**src/rtl/ctrl_pkg.sv**
```systemverilog
// Shared definitions for the control unit: FSM state type, opcode and condition-code values,
// PC source encodings and flag bit positions. The IRQ state exists only with CTRL_IRQ_EN.
package ctrl_pkg;

`ifdef CTRL_IRQ_EN
    typedef enum logic [2:0] {FETCH, EXEC, MEM, WB, IRQ} state_t;
`else
    typedef enum logic [1:0] {FETCH, EXEC, MEM, WB} state_t;
`endif

    localparam logic [3:0] OP_ADC = 4'b0010;
    localparam logic [3:0] OP_SBC = 4'b0011;
    localparam logic [3:0] OP_LDW = 4'b1010;
    localparam logic [3:0] OP_STW = 4'b1011;
    localparam logic [3:0] OP_BCC = 4'b1100;
    localparam logic [3:0] OP_BL  = 4'b1101;
    localparam logic [3:0] OP_RET = 4'b1110;
    localparam logic [3:0] OP_NOP = 4'b1111;

    localparam logic [3:0] CC_EQ = 4'h0;
    localparam logic [3:0] CC_NE = 4'h1;
    localparam logic [3:0] CC_CS = 4'h2;
    localparam logic [3:0] CC_CC = 4'h3;
    localparam logic [3:0] CC_MI = 4'h4;
    localparam logic [3:0] CC_PL = 4'h5;
    localparam logic [3:0] CC_VS = 4'h6;
    localparam logic [3:0] CC_VC = 4'h7;
    localparam logic [3:0] CC_HI = 4'h8;
    localparam logic [3:0] CC_LS = 4'h9;
    localparam logic [3:0] CC_GE = 4'hA;
    localparam logic [3:0] CC_LT = 4'hB;
    localparam logic [3:0] CC_GT = 4'hC;
    localparam logic [3:0] CC_LE = 4'hD;
    localparam logic [3:0] CC_AL = 4'hE;
    localparam logic [3:0] CC_NV = 4'hF;

    localparam logic [1:0] PC_INC = 2'b00;
    localparam logic [1:0] PC_BUS = 2'b01;
    localparam logic [1:0] PC_REL = 2'b10;
    localparam logic [1:0] PC_VEC = 2'b11;

    localparam int FLAG_Z = 0;
    localparam int FLAG_N = 1;
    localparam int FLAG_C = 2;
    localparam int FLAG_V = 3;

    // Opcodes 0000-1001 are ALU operations; 1000/1001 take the immediate operand.
    function automatic logic isAluOp(input logic [3:0] op);
        return (op[3] == 1'b0) || (op[3:1] == 3'b100);
    endfunction

endpackage

```
**src/rtl/cond_eval.sv**
```systemverilog
// Branch condition evaluator: decodes the 4-bit condition field against {V,C,N,Z}.
module cond_eval
    import ctrl_pkg::*;
(
    input  logic [3:0] cond,
    input  logic [3:0] flags,
    output logic       taken
);

    logic z, n, c, v;

    assign z = flags[FLAG_Z];
    assign n = flags[FLAG_N];
    assign c = flags[FLAG_C];
    assign v = flags[FLAG_V];

    always_comb begin
        taken = 1'b0;
        case (cond)
            CC_EQ: taken = z;
            CC_NE: taken = !z;
            CC_CS: taken = c;
            CC_CC: taken = !c;
            CC_MI: taken = n;
            CC_PL: taken = !n;
            CC_VS: taken = v;
            CC_VC: taken = !v;
            CC_HI: taken = c && !z;
            CC_LS: taken = !c || z;
            CC_GE: taken = (n == v);
            CC_LT: taken = (n != v);
            CC_GT: taken = !z && (n == v);
            CC_LE: taken = z || (n != v);
            CC_AL: taken = 1'b1;
            CC_NV: taken = 1'b0;
            default: taken = 1'b0;
        endcase
    end

endmodule

```
**src/rtl/control_unit.sv**
```systemverilog
// Multi-cycle control unit: FETCH -> EXEC [-> MEM] -> FETCH, outputs decoded from state and Ir.
// Interrupt entry (Irq port and IRQ state) is compiled in only when CTRL_IRQ_EN is defined.
module control_unit
    import ctrl_pkg::*;
(
    input  logic        Clock,
    input  logic        nReset,
    input  logic [15:0] Ir,
    input  logic [3:0]  Flags,
    input  logic        MemReady,
`ifdef CTRL_IRQ_EN
    input  logic        Irq,
`endif
    output logic        IrWe,
    output logic        PcWe,
    output logic        PcEn,
    output logic [1:0]  PcSel,
    output logic        LrWe,
    output logic        LrEn,
    output logic        LrSel,
    output logic        RegWe,
    output logic        WdSel,
    output logic [1:0]  RwSel,
    output logic [1:0]  Rs1Sel,
    output logic        AluWe,
    output logic        AluEn,
    output logic        ImmSel,
    output logic        Op1Sel,
    output logic        Op2Sel,
    output logic        CFlag,
    output logic        MemEn,
    output logic        nME,
    output logic        RnW
);

    state_t     state;
    state_t     retState;
    logic [3:0] op;
    logic       taken;
    logic       isMemOp;
    logic       unusedIrBits;

    assign op           = Ir[15:12];
    assign isMemOp      = (op == OP_LDW) || (op == OP_STW);
    assign unusedIrBits = ^Ir[7:0];

    cond_eval uCondEval (
        .cond  (Ir[11:8]),
        .flags (Flags),
        .taken (taken)
    );

    // Irq is only looked at on the way back to FETCH, so it never splits an instruction.
`ifdef CTRL_IRQ_EN
    assign retState = Irq ? IRQ : FETCH;
`else
    assign retState = FETCH;
`endif

    always_ff @(posedge Clock) begin
        if (!nReset) begin
            state <= FETCH;
        end else begin
            case (state)
                FETCH:   if (MemReady) state <= EXEC;
                EXEC:    state <= isMemOp ? MEM : retState;
                MEM:     if (MemReady) state <= retState;
                default: state <= FETCH;
            endcase
        end
    end

    // Outputs are forced idle while nReset is low so no write fires in the reset cycle.
    always_comb begin
        IrWe   = 1'b0;
        PcWe   = 1'b0;
        PcEn   = 1'b0;
        PcSel  = PC_INC;
        LrWe   = 1'b0;
        LrEn   = 1'b0;
        LrSel  = 1'b0;
        RegWe  = 1'b0;
        WdSel  = 1'b0;
        RwSel  = 2'b00;
        Rs1Sel = 2'b00;
        AluWe  = 1'b0;
        AluEn  = 1'b0;
        ImmSel = 1'b0;
        Op1Sel = 1'b0;
        Op2Sel = 1'b0;
        CFlag  = 1'b0;
        MemEn  = 1'b0;
        nME    = 1'b1;
        RnW    = 1'b1;
        if (nReset) begin
            CFlag = ((op == OP_ADC) || (op == OP_SBC)) && Flags[FLAG_C];
            case (state)
                FETCH: begin
                    nME   = 1'b0;
                    MemEn = 1'b1;
                    IrWe  = MemReady;
                    PcWe  = MemReady;
                end
                EXEC: begin
                    if (isAluOp(op)) begin
                        AluWe  = 1'b1;
                        AluEn  = 1'b1;
                        RegWe  = 1'b1;
                        RwSel  = 2'b01;
                        Rs1Sel = 2'b01;
                        ImmSel = op[3];
                        Op2Sel = op[3];
                    end else begin
                        case (op)
                            OP_LDW, OP_STW: begin
                                AluWe  = 1'b1;
                                ImmSel = 1'b1;
                                Op2Sel = 1'b1;
                                Rs1Sel = 2'b01;
                            end
                            OP_BCC: begin
                                PcSel = PC_REL;
                                PcWe  = taken;
                            end
                            OP_BL: begin
                                LrWe  = 1'b1;
                                PcSel = PC_REL;
                                PcWe  = 1'b1;
                            end
                            OP_RET: begin
                                LrEn  = 1'b1;
                                PcSel = PC_BUS;
                                PcWe  = 1'b1;
                            end
                            default: ;
                        endcase
                    end
                end
                MEM: begin
                    if (op == OP_LDW) begin
                        nME   = 1'b0;
                        MemEn = 1'b1;
                        RegWe = MemReady;
                        WdSel = 1'b1;
                        RwSel = 2'b01;
                    end else if (op == OP_STW) begin
                        nME   = 1'b0;
                        RnW   = 1'b0;
                        AluEn = 1'b1;
                    end
                end
`ifdef CTRL_IRQ_EN
                IRQ: begin
                    LrWe  = 1'b1;
                    PcSel = PC_VEC;
                    PcWe  = 1'b1;
                end
`endif
                default: ;
            endcase
        end
    end

endmodule

```
**config.mk**
```make
export PLATFORM = sky130hd
export DESIGN_NAME = control_unit
export DESIGN_NICKNAME = d
export VERILOG_FILES = /design/src/rtl/ctrl_pkg.sv /design/src/rtl/cond_eval.sv /design/src/rtl/control_unit.sv
export SDC_FILE = /design/constraint.sdc
export NUM_CORES = 1
export LEC_CHECK = 0
export CAP_MARGIN = 0
export CORE_MARGIN = 2
export CORE_UTILIZATION = 32
export DETAILED_ROUTE_END_ITERATION = 10
export PLACE_DENSITY = 0.93
export SYNTH_ARGS = -nofsm -noshare
export SYNTH_HDL_FRONTEND = slang
export SYNTH_SLANG_ARGS = --single-unit
export TNS_END_PERCENT = 5
```
**constraint.sdc**
```tcl
create_clock -name Clock -period 2.3 [get_ports Clock]
set_input_delay 0.345 -clock Clock [delete_from_list [all_inputs] [get_ports Clock]]
set_output_delay 0.345 -clock Clock [all_outputs]
set_load 0.01 [all_outputs]
```
==> results of run 1 <==
==> power by group <==
part | leakage [nW] | switching, mW | total (mW) | internal [mW]
Combinational | 0.420 | 0.0608 | 0.128 | 0.0674
Clock | 0.0138 | 0.0169 | 0.0742 | 0.0573
Sequential | 0.0164 | 0.00147 | 0.0381 | 0.0367
==> synthesized netlist by cell type, drive strengths merged <==
library cell  n
o211a         1
dfxtp         2
o21ai         4
ha            3
nor3          1
nor2b         4
nand4         1
buf           9
nand3         2
a2111oi       2
xnor2         4
conb          1
nor3b         2
a211oi        1
a21boi        1
nor2          6
nand2         9
and3          3
and2          2
nand2b        1
o21a          2
mux2i         1
nand4b        1
o32ai         1
a21oi         5
inv           6
clkbuf        1
==> metal layers <==
| layer | global-route usage, % | wire length [um] |
|---|---|---|
| met3 | 4.17 | 80 |
| met1 | 19.1 | 643 |
| met2 | 32.9 | 896 |
| met5 | 0 | 0 |
| met4 | 1.82 | 0 |
==> cell type report <==
class                           instances  area, sq um
Fill cell                             123          551
Multi-Input combinational cell         62          430
Timing Repair Buffer                   44          403
Sequential cell                         2         40.0
Clock buffer                            3         22.5
Inverter                                6         22.5
Tap cell                               16         20.0
==> cells by family after synthesis <==
kind of cell | after synthesis | share of synthesized area (%)
flip-flops | 2 | 7.98
buffers and inverters | 16 | 18.2
other | 1 | 0.747
AND/OR/NAND/NOR | 32 | 32.7
XOR/XNOR | 4 | 8.48
adder cells (fa/ha/maj) | 3 | 7.48
AO/OA/AOI/OAI | 17 | 22.4
multiplexers | 1 | 2.00
==> tightest hold or removal path: stages (launching register included) <==
cell and delay (ns):
dfxtp_1 0.32, nand2_1 0.06, a21boi_0 0.06
==> worst max-delay path by stage <==
stage	endpoint	from	cells past startpoint	slack (ns)
after CTS	LrWe	Ir[15]	6	-0.04
after global placement	PcWe	Ir[8]	7	-0.43
after detailed placement	PcWe	Ir[8]	7	-0.43
after floorplan	PcWe	state[1]	6	0.60
final	LrEn	nReset	5	0.06
after global routing	PcWe	Flags[2]	7	-0.07
==> cells in the final DEF, fill, tap and decap left out, types with 3 or more instances in the layout <==
| cell type | count |
|---|---|
| clkbuf_4 | 3 |
| buf_4 | 13 |
| dlygate4sd2_1 | 7 |
| nand2_1 | 9 |
| nor2_1 | 5 |
| o21ai_0 | 3 |
| conb_1 | 5 |
| and3_1 | 3 |
| clkdlybuf4s50_1 | 16 |
| a21oi_1 | 4 |
| inv_1 | 6 |
| dlymetal6s2s_1 | 5 |
| xnor2_1 | 3 |
==> stage by stage <==
step | util [%] | worst slack [ns] | std cells
final | 63.0 | 0.0569 | 133
after floorplan | - | 0.596 | 80
after detailed placement | 59.0 | -0.430 | 130
after CTS | 61.3 | -0.0424 | 133
after global placement | 59.0 | -0.433 | 130
after global routing | 63.0 | -0.0662 | 133
==> timing repair <==
action,4_1_cts,5_1_grt
endpoints found under the setup margin,10,10
setup buffers,0,0
pin swaps,3,6
gates resized for setup,18,16
==> run metrics, run 1 <==
Critical Setup Path Class=in -> out; Num CTS Buffers=3; Hold Path Depth=2; GPL Wtd Cong=between 0.7 and 0.8; CP dominant cell by count=clkdlybuf4s50_1; Hold WS=roughly 0.49 ns; number of global-route vias before repair=between 600 and 700; largest fanout on the critical path=2; RSZ-0062 raised after global routing=yes; largest buffer count on any clock path=2; drt pass-1 iters=4; Worst-Skew Late Latency=between 0.2 and 0.25 ns; Clock Root Buffer=clkbuf_4; Fin Setup TNS=0 ns; IO buf count=32; clk sink count=2; Biggest register=state; fmax=between 400 and 500 MHz; post-synthesis register bit count=2; Total Routing Usage GR=between 10% and 20%; crit share post-route=just under 100%; global-route wire length before repair=2520 um; max incr delay on CP=about 0.52 ns; Final Instance Area=between 900 and 1000 sq um; depth of the most critical reg-to-reg path=4; clk_skew=between 0.002 and 0.0025 ns; Vias=658; P&R area growth vs syn=87.0%; largest net degree at the start of global routing=11; outcome=completed; worst-path cell chain=clkdlybuf4s50_1 > nand4_1 > nor3b_2 > buf_4 > clkdlybuf4s50_1; Final Max Tran Viols=0; Regs by FF count=state x2; via/cell ratio=approximately 4.9; Max stage delay cell, worst path=clkdlybuf4s50_1; CORE AREA=~1500 sq um; hold buffer count at CTS=0; clock period minus worst slack=2.24 ns; crit-path leading delay family=buffers and inverters; distinct cell type count after synthesis=31; die area=around 1900 sq um; Final setup viols=0; Pleak=between 0.4 and 0.5 nW; DP Wirelength=~1200 um; DRC Markers=0; Hold Crit Endpoint=state[1]; iteration-0 DRC count of the detailed router=9; yosys warns=0; fin nets=between 100 and 150; layout cells sized above 1=approximately a quarter; synthesized instance count=76; Worst EP arrival=~1.9 ns; # rows=14; routed length per placed instance=approximately 12 um; placed cell area=878 sq um; clock-pin slew on the worst setup and hold paths=about 0.030 ns; Final Power=0.241 mW; area share of the largest cell type after synthesis=approximately an eighth; Syn Area/Cell=6.60 sq um; Max-Cap Viols=0; max FFs per register=2; sequential share of the synthesized area=7.98%; die width=about 44 um; initial antenna violation count=0; Power Density=roughly 260 nW/um^2; TritonCTS clock tree=done; maximum vdd drop=~0.00028 V; Routed Antenna Nets=0; r2r setup slk=roughly 1.4 ns; Reg-to-Reg Start=state[1]; Die Span Y=roughly 44 um; largest cells by area after synthesis=buf_4 12%, dfxtp_1 8.0%, ha_1 7.5%; number of buffers and inverters on the critical path=3; IO Pins=46; kind of start point of the critical path=input port; worst hold path class=reg -> reg; final hold violations=0; Post-Route WL=around 1600 um; cell taking the most area after synthesis=buf_4; CP required=~2.0 ns; CTS HTree Levels=1; Reg-to-Reg End=state[1]; Synth Cell Area=approximately 500 sq um; Worst setup EP type=output pin; # diodes=0; Min-Delay Startpoint=state[1]; Initial Util=between 30% and 40%; GRT Residual Overflow=0
Note: power is estimated with default switching activity, not from simulation.
==> inputs of run 2 (changes only) <==
- PLACE_DENSITY: 0.93 -> 0.87
- clock period: 2.3 -> 2.72 ns (I/O delays scaled with it)
==> run metrics, run 2 (synthesized netlist as in run 1, its figures left out) <==
r2r setup slk=1.72 ns; met3 Track Usage GR=4.17%; IO buf count=32; Total Routing Usage GR=~15%; most common cell after layout, fill and taps aside=clkdlybuf4s50_1; Final Instance Area=roughly 880 sq um; Initial Util=33.7%; Final setup viols=0; CTS HTree Levels=1; min setup slack post-route=approximately 0.11 ns; via/cell ratio=between 4 and 5; Clock Root Buffer=clkbuf_4; Pleak=~0.37 nW; # diodes=0; maximum vdd drop=0.000188 V; GR Util met1=approximately 17%; max FFs per register=2; P&R area growth vs syn=74.8%; Hold Crit Endpoint=state[1]; largest buffer count on any clock path=2; Worst-Skew Late Latency=about 0.22 ns; Final Util=58.9%; IO Pins=46; placed cell area=833 sq um; Min-Delay Startpoint=state[1]; CORE AREA=between 1000 and 1500 sq um; DP Wirelength=approximately 1100 um; Routed Antenna Nets=0; Regs by FF count=state x2; Biggest register=state; DRC Markers=0; fin nets=about 140; most frequent cells in the layout=29 x clkdlybuf4s50_1, 9 x nand2_1, 6 x nor2_1, 6 x inv_1, 6 x buf_4; GR met2 Demand/Resource=26.8%; kind of start point of the critical path=input port; largest net degree at the start of global routing=11; clk sink count=2; Most Crowded Layer GR=met2; Worst setup EP type=output pin; die area=1900 sq um; Vias=629; fmax=around 380 MHz; Reg-to-Reg Start=state[1]; drt pass-1 iters=4; global-route wire length before repair=approximately 2200 um; worst slack, placed=-0.181 ns; routed length per placed instance=between 10 and 15 um; die width=43.6 um; largest fanout on the critical path=4; Critical Setup Path Class=in -> out; crit share post-route=96.1%; TritonCTS clock tree=done; Die Span Y=about 44 um; Max-Cap Viols=0; final hold violations=0; Fin Setup TNS=0 ns; worst hold path class=reg -> reg; initial antenna violation count=0; iteration-0 DRC count of the detailed router=10; RSZ-0062 raised after global routing=no; Hold Path Depth=2; Final Power=approximately 0.2 mW; # rows=14; clock-pin slew on the worst setup and hold paths=around 0.030 ns; CP required=~2.3 ns; hold buffer count at CTS=0; Power Density=228 nW/um^2; GPL Wtd Cong=0.774; depth of the most critical reg-to-reg path=4; Num CTS Buffers=3; clk_skew=0.00214 ns; postcts setup bufs=0; Worst EP arrival=around 2.2 ns; Post-Route WL=about 1400 um; number of global-route vias before repair=~570; GRT Residual Overflow=0; Final Max Tran Viols=0; clock period minus worst slack=2.61 ns; outcome=completed; layout cells sized above 1=roughly an eighth; Reg-to-Reg End=state[1]
[run 2: per-layer routing]
| layer | wire (um) | part of all wire, % |
|---|---|---|
| met1 | 611 | 43 |
| met2 | 707 | 50 |
| met3 | 81 | 5.7 |
| met4 | 12 | 0.85 |
| met5 | 0 | 0 |
[run 2: worst max-delay path, stage by stage]
cell and delay [ns]:
clkdlybuf4s50_1 0.51, nor2b_2 0.18, and3_1 0.20, nor2b_4 0.18, inv_1 0.05, a21oi_1 0.13, clkdlybuf4s50_1 0.55
[run 2: worst max-delay path by stage]
stage | start | to | slack, ns | cells after the start
global route | Ir[13] | RwSel[0] | 0.01 | 7
CTS | Ir[13] | RegWe | 0.05 | 7
detailed placement | Ir[8] | PcWe | -0.18 | 7
global placement | Ir[8] | PcWe | -0.11 | 7
finish | Ir[13] | RwSel[0] | 0.11 | 7
floorplan | Ir[8] | PcWe | 0.91 | 6
[run 2: metrics by stage]
| stage | std cells | hold slack [ns] |
|---|---|---|
| 6_report | 127 | 0.512 |
| 5_1_grt | 127 | 0.524 |
| 3_5_place_dp | 124 | 0.507 |
| 2_1_floorplan | 80 | 0.458 |
| 3_3_place_gp | 124 | 0.481 |
| 4_1_cts | 127 | 0.511 |
[run 2: power breakdown]
part           switching [mW]  internal, mW  total [mW]
Sequential            0.00108        0.0310      0.0321
Clock                  0.0159        0.0486      0.0644
Combinational          0.0476        0.0557       0.103
Total                  0.0646         0.135       0.200
[run 2: repair_timing]
action | in CTS | in global routing
pin swaps | 1 | 0
endpoints found under the setup margin | 2 | 2
resized for setup | 6 | 3
[run 2: final cells by class]
cell class | instances | area (sq um)
timing repair buffer | 38 | 365
fill | 130 | 612
tap | 16 | 20.0
inverter | 6 | 22.5
multi-input combinational | 62 | 407
sequential | 2 | 40.0
clock buffer | 3 | 22.5
